File: config.mk
export PLATFORM = sky130hd
export DESIGN_NAME = grf
export DESIGN_NICKNAME = d
export VERILOG_FILES = /design/src/rtl/grf.sv
export SDC_FILE = /design/constraint.sdc
export NUM_CORES = 2
export LEC_CHECK = 0
export ABC_CLOCK_PERIOD_IN_PS = 2500
export BUFFER_PORTS_ARGS = -buffer_cell sky130_fd_sc_hd__buf_2
export CAP_MARGIN = 20
export CORE_UTILIZATION = 45
export CTS_CLUSTER_SIZE = 12
export DETAILED_ROUTE_END_ITERATION = 8
export GPL_TIMING_DRIVEN = 0
export REMOVE_ABC_BUFFERS = 1
export SYNTH_ARGS = -nofsm -noshare
export SYNTH_HDL_FRONTEND = slang
export SYNTH_SLANG_ARGS = --single-unit
export TNS_END_PERCENT = 5
File: constraint.sdc
create_clock -name clk -period 2.5 [get_ports clk]
set_input_delay 0.375 -clock clk [delete_from_list [all_inputs] [get_ports clk]]
set_output_delay 0.375 -clock clk [all_outputs]
set_load 0.1 [all_outputs]
File: src/rtl/grf.sv
// grf - architectural general-purpose register file (32 x WIDTH) for the
// five-stage MIPS pipeline. Written from the W stage, read by the D stage.
//
// Ports:
//   clk    : system clock, writes on rising edge
//   rst_n  : asynchronous active-low reset, clears every entry
//   we     : write enable
//   a3     : write register number
//   wd     : write data
//   a1, a2 : read register numbers
//   rd1    : combinational read data for a1
//   rd2    : combinational read data for a2
//
// Register $0 always reads as zero and ignores writes.
//
// Build option: define GRF_BYPASS_EN to forward wd onto a read port when
// the same-cycle write targets the register being read (write-through).
// Without it, reads return array contents only.

module grf #(
    parameter int WIDTH = 32
) (
    input  logic             clk,
    input  logic             rst_n,
    input  logic             we,
    input  logic [4:0]       a3,
    input  logic [WIDTH-1:0] wd,
    input  logic [4:0]       a1,
    input  logic [4:0]       a2,
    output logic [WIDTH-1:0] rd1,
    output logic [WIDTH-1:0] rd2
);

    logic [WIDTH-1:0] regs [32];
    logic             wr_valid;

    // $0 is never a legal write target
    assign wr_valid = we && (a3 != 5'd0);

    always_ff @(posedge clk or negedge rst_n) begin
        if (!rst_n) begin
            for (int unsigned i = 0; i < 32; i++) begin
                regs[i] <= '0;
            end
        end else if (wr_valid) begin
            regs[a3] <= wd;
        end
    end

    always_comb begin
        rd1 = regs[a1];
        rd2 = regs[a2];
`ifdef GRF_BYPASS_EN
        if (wr_valid && (a3 == a1)) rd1 = wd;
        if (wr_valid && (a3 == a2)) rd2 = wd;
`endif
        // Applied last so $0 reads zero regardless of array or bypass
        if (a1 == 5'd0) rd1 = '0;
        if (a2 == 5'd0) rd2 = '0;
    end

endmodule

Word level (Yosys, flattened, before mapping)
Cells that the tools add are included.
{"block": "word_totals", "reg_bits": 1024, "in_bits": 50, "output_inout_bits": 64, "elab_cells": 55}
{"block": "op_classes", "order_cmp": 4, "n_mux": 11, "bitwise_logic": 3, "n_reduce_logical": 5}
{"op": "bitwise mux 1024 bit", "n": 1}
{"op": "binary-select mux 32 bit (select 5 bit)", "n": 2}
{"op": "2-to-1 mux 32 bit", "n": 7}
{"op": "demux 32 bit (select 5 bit)", "n": 1}
{"op": ">= comparator 6 bit, second input constant", "n": 3}
{"op": "inverter 5 -> 6 bit", "n": 3}
{"op": "logical NOT 5 bit", "n": 2}
{"op": "< comparator 6 x 1 -> 1 bit, second input constant", "n": 1}
{"op": "nonzero test 5 bit", "n": 1}
{"op": "logical AND 1 bit", "n": 2}

Longest topological paths before layout
{"block": "logic_depth", "word_depth": 6, "mapped_depth": 7, "mapped_depth_nobuf": 4}

Worst setup path before layout
No wires, ideal clock.
{"block": "synth_timing", "path_kind": "input -> output", "start": "in a2[0]", "end": "out rd2[11]", "arrival_ps": 3893, "t_required_ps": 2125, "slack_ps": -1768, "path_stages": 7, "path_buffers": 4, "path_cell_list": "buf_2 inv_1 buf_2 buf_2 clkbuf_1 o2111ai_1 a311oi_1"}
{"block": "synth_between", "elab_chain_cells": 5, "elab_cells_between_ends": 6, "classes_between": "mux (4); bitwise (1); reduce/logical (1)"}
{"item": "start, declared", "line": "29", "source": "input logic [4:0] a2,"}
{"item": "inverter 5 -> 6 bit (implied by the code)", "line": "52", "source": "rd2 = regs[a2];"}
{"item": "binary-select mux 32 bit (select 5 bit)", "line": "52"}
{"item": "2-to-1 mux 32 bit (implied by the code) (2 in a row)", "line": "52"}
{"item": "2-to-1 mux 32 bit (*)", "line": "59", "source": "if (a2 == 5'd0) rd2 = '0;"}
{"item": "end, declared", "line": "31", "source": "output logic [WIDTH-1:0] rd2"}
Every way passes the cells marked *; elsewhere a longest branch is shown, timed or not. The select of a mux whose other input is x is not followed.

Worst setup path after layout
{"block": "layout_timing", "start": "reg regs[443] (netlist bit)", "end": "out rd2[27]"}
{"block": "layout_between", "elab_chain_cells": 4}
{"item": "start, declared", "line": "34", "source": "logic [WIDTH-1:0] regs [32];"}
{"item": "start signal, assigned by index", "line": "46", "source": "regs[a3] <= wd;"}
{"item": "binary-select mux 32 bit (select 5 bit)", "line": "52"}
{"item": "2-to-1 mux 32 bit (implied by the code) (2 in a row)", "line": "52"}
{"item": "2-to-1 mux 32 bit", "line": "59"}
Every way passes these cells. The select of a mux whose other input is x is not followed.

==> results.yml <==
timing:
  holdWs_ns: -0.393
  fin_crit_sh_pct: 117
  worst_pin_slew_ns: 1.04
  drv_slew: 0
  finClkSkew_ns: 0
  postLayoutSetupSlackWorst_ns: -0.429
  setup_violations: 64
  rsz0062_at_grt: "yes"
  timing.fmax_ghz: 0.341
  slew_headroom_pct: 30.3
  hold_viol: 101
  fin_crit_ns: 2.93
worst_setup_path:
  arrival_ns: 2.55
  critPathKind: "flip-flop to output pin"
  cp.required_ns: 2.12
  setup.worst_path.start_class: "flip-flop"
  rr_worst_depth: 2
  critPathMaxFanout: 3
  worstSetupEndpointType: "output pin"
detailed_routing:
  wl_mm: 191
  via_count: 35874
  postRouteAntennaNets: 0
  firstDrtPassIters: 5
  routedWlPerCell_um: 35.6
  viasPerCell: 6.70
  drtIter0Drc: 3635
  remaining_drc_errors: 0
synthesis:
  ys_seq_area_share_pct: 47.1
  syn_avg_cell_area_um2: 15.0
  netlist_area_um2: 54400
  synth_cell_type_count: 34
  ys_ff_latch: 1024
  synth-edff-count: 0
  synth-async-reset-ratio_pct: 100
  synthCells: 3621
  yosysWarnings: 0
  synth_flop_cell: "dfrtp_1"
floorplan:
  fp.dieW_um: 350
  num_rows: 127
  floorplan.initialDensity_pct: 45.4
  coreArea_um2: 120000
  dieArea_um2: 122000
  pin_count: 114
  dieHeight_um: 350
placed_design:
  port-buffer-count: 113
  place_area_um2: 57300
  place_congestion: 0.743
  place_ws_ns: -2.55
  placedCellCount: 5000
  hpwlAfterDp_mm: 97.7
status:
  status: "complete, but fails checks"
  violations: "negative hold slack, negative setup slack"
grt:
  antenna_found_initial: 6
  grt_pass1_vias: 36459
  grt_max_degree: 166
  gr-total-overflow: 0
  grtUsageTotal_pct: 31.7
  grt_pass1_wl_mm: 275
min_path:
  min_path_type: "input port to async pin"
clock_network:
  path_clk_slew_ns: 0.06
  cts_num_sinks: 1024
  insertion_delay_ns: 0.70
  cts_tree: "yes"
  cts_root_buf: "clkbuf_16"
  clockBufferDepth: 3
  cts_buffers: 111
  htreeDepth: 3
cells_and_area:
  num-nets-final: 3700
  finish.utilization_pct: 54.6
  area_growth_pct: 20.4
  top_register: "regs"
  nFillCells: 9696
  post-route-cell-area_um2: 65400
  final_common_cell: "mux2_2"
  final_cell_mix: "mux2_2 (1038), dfrtp_1 (1024), mux4_2 (448)"
  largest_reg_flops: 1024
  fin_cells: 5355
  layout-drive-gt1-share_pct: 60.4
  reg.largest.list: "regs x1024"
pwr:
  ir_drop_mv: 0.564
  leakage_nw: 28.0
  power.density_nw_per_um2: 774
run:
  maxCapViolCount: 0
## worst max-delay path, stage by stage (launching register included)
cell and delay (ns):
dfrtp_1 0.39, mux2i_1 0.10, a221oi_1 0.33, o21ai_1 0.19, a311oi_4 0.58, buf_12 0.25
## per-layer routing
metal | wire length (µm) | track usage, %
met5 | 11 | 0
met4 | 7460 | 11.1
met3 | 16500 | 7.24
met2 | 86500 | 48.0
met1 | 80200 | 44.9
## final timing paths
kind,startpoint,endpoint,slack (ns)
max,regs[443]$_DFFE_PN0P_,rd2[27],-0.43
min,rst_n,regs[911]$_DFFE_PN0P_,-0.39
max reg2reg,regs[315]$_DFFE_PN0P_,regs[315]$_DFFE_PN0P_,1.54
min reg2reg,regs[1009]$_DFFE_PN0P_,regs[1009]$_DFFE_PN0P_,0.40
max in group asynchronous,rst_n,regs[886]$_DFFE_PN0P_,0.52
min in group clk,a3[0],regs[556]$_DFFE_PN0P_,0.24
## cell type report
type	instances	area [µm²]	share of cell area, %
Sequential cell	1024	25600	39.2
Clock inverter	36	278	0.425
Antenna cell	3	7.51	0.0115
Tap cell	1612	2020	3.08
Inverter	2	36.3	0.0555
Timing Repair Buffer	346	5890	9.01
Multi-Input combinational cell	2165	28200	43.1
Clock buffer	167	3350	5.12
## repair_timing
| item | CTS | global route |
|---|---|---|
| endpoints found under the hold margin | 101 | 101 |
| gates resized for setup | 467 | 35 |
| setup endpoints to repair | 64 | 64 |
| pin swaps | 74 | 19 |
| cloned | 55 | 0 |
| setup buffers | 92 | 2 |
## cell families (layout without fill, tap and decap cells)
family	after synthesis	count (layout)	share of synthesized area (%)
multiplexers	1632	1632	42.8
flip-flops	1024	1024	47.1
buffers and inverters	434	551	3.61
AO/OA/AOI/OAI	366	366	4.84
AND/OR/NAND/NOR	165	167	1.61
other	0	3	0
## Yosys cell counts, types with 2 or more instances
cell | count | area, µm²
a211oi_1 | 64 | 480
a221oi_1 | 46 | 403
a22oi_1 | 64 | 480
a311oi_1 | 64 | 561
buf_1 | 7 | 26.3
buf_2 | 172 | 861
buf_4 | 31 | 233
clkbuf_1 | 221 | 830
dfrtp_1 | 1024 | 25600
inv_1 | 2 | 7.51
mux2_1 | 10 | 113
mux2_2 | 1046 | 11800
mux2i_1 | 128 | 1280
mux4_2 | 448 | 10100
nand2_1 | 49 | 184
nand2b_1 | 5 | 31.3
nand4b_1 | 3 | 26.3
nor2_1 | 19 | 71.3
nor2b_1 | 71 | 444
nor3_1 | 3 | 15.0
nor3b_1 | 2 | 15.0
o2111ai_1 | 18 | 158
o21ai_0 | 101 | 505
o21ai_1 | 9 | 45.0
or2_2 | 2 | 12.5
or3_1 | 3 | 18.8
or4_1 | 2 | 15.0
## where the power goes
part	switching [W]	total (W)	internal, W
logic	0.00546	0.0121	0.00665
registers	0.00222	0.0220	0.0197
clock network	0.00706	0.0166	0.00950
total	0.0147	0.0506	0.0359
## per-stage QoR
stage | power, W | setup TNS [ns]
CTS | 0.0506 | -15.88
global placement | 0.0326 | -
finish | 0.0506 | -14.65
detailed placement | 0.0327 | -306.00
floorplan | 0.0293 | -182.96
global route | 0.0525 | -18.76
Power figures use the tool's default switching activity.
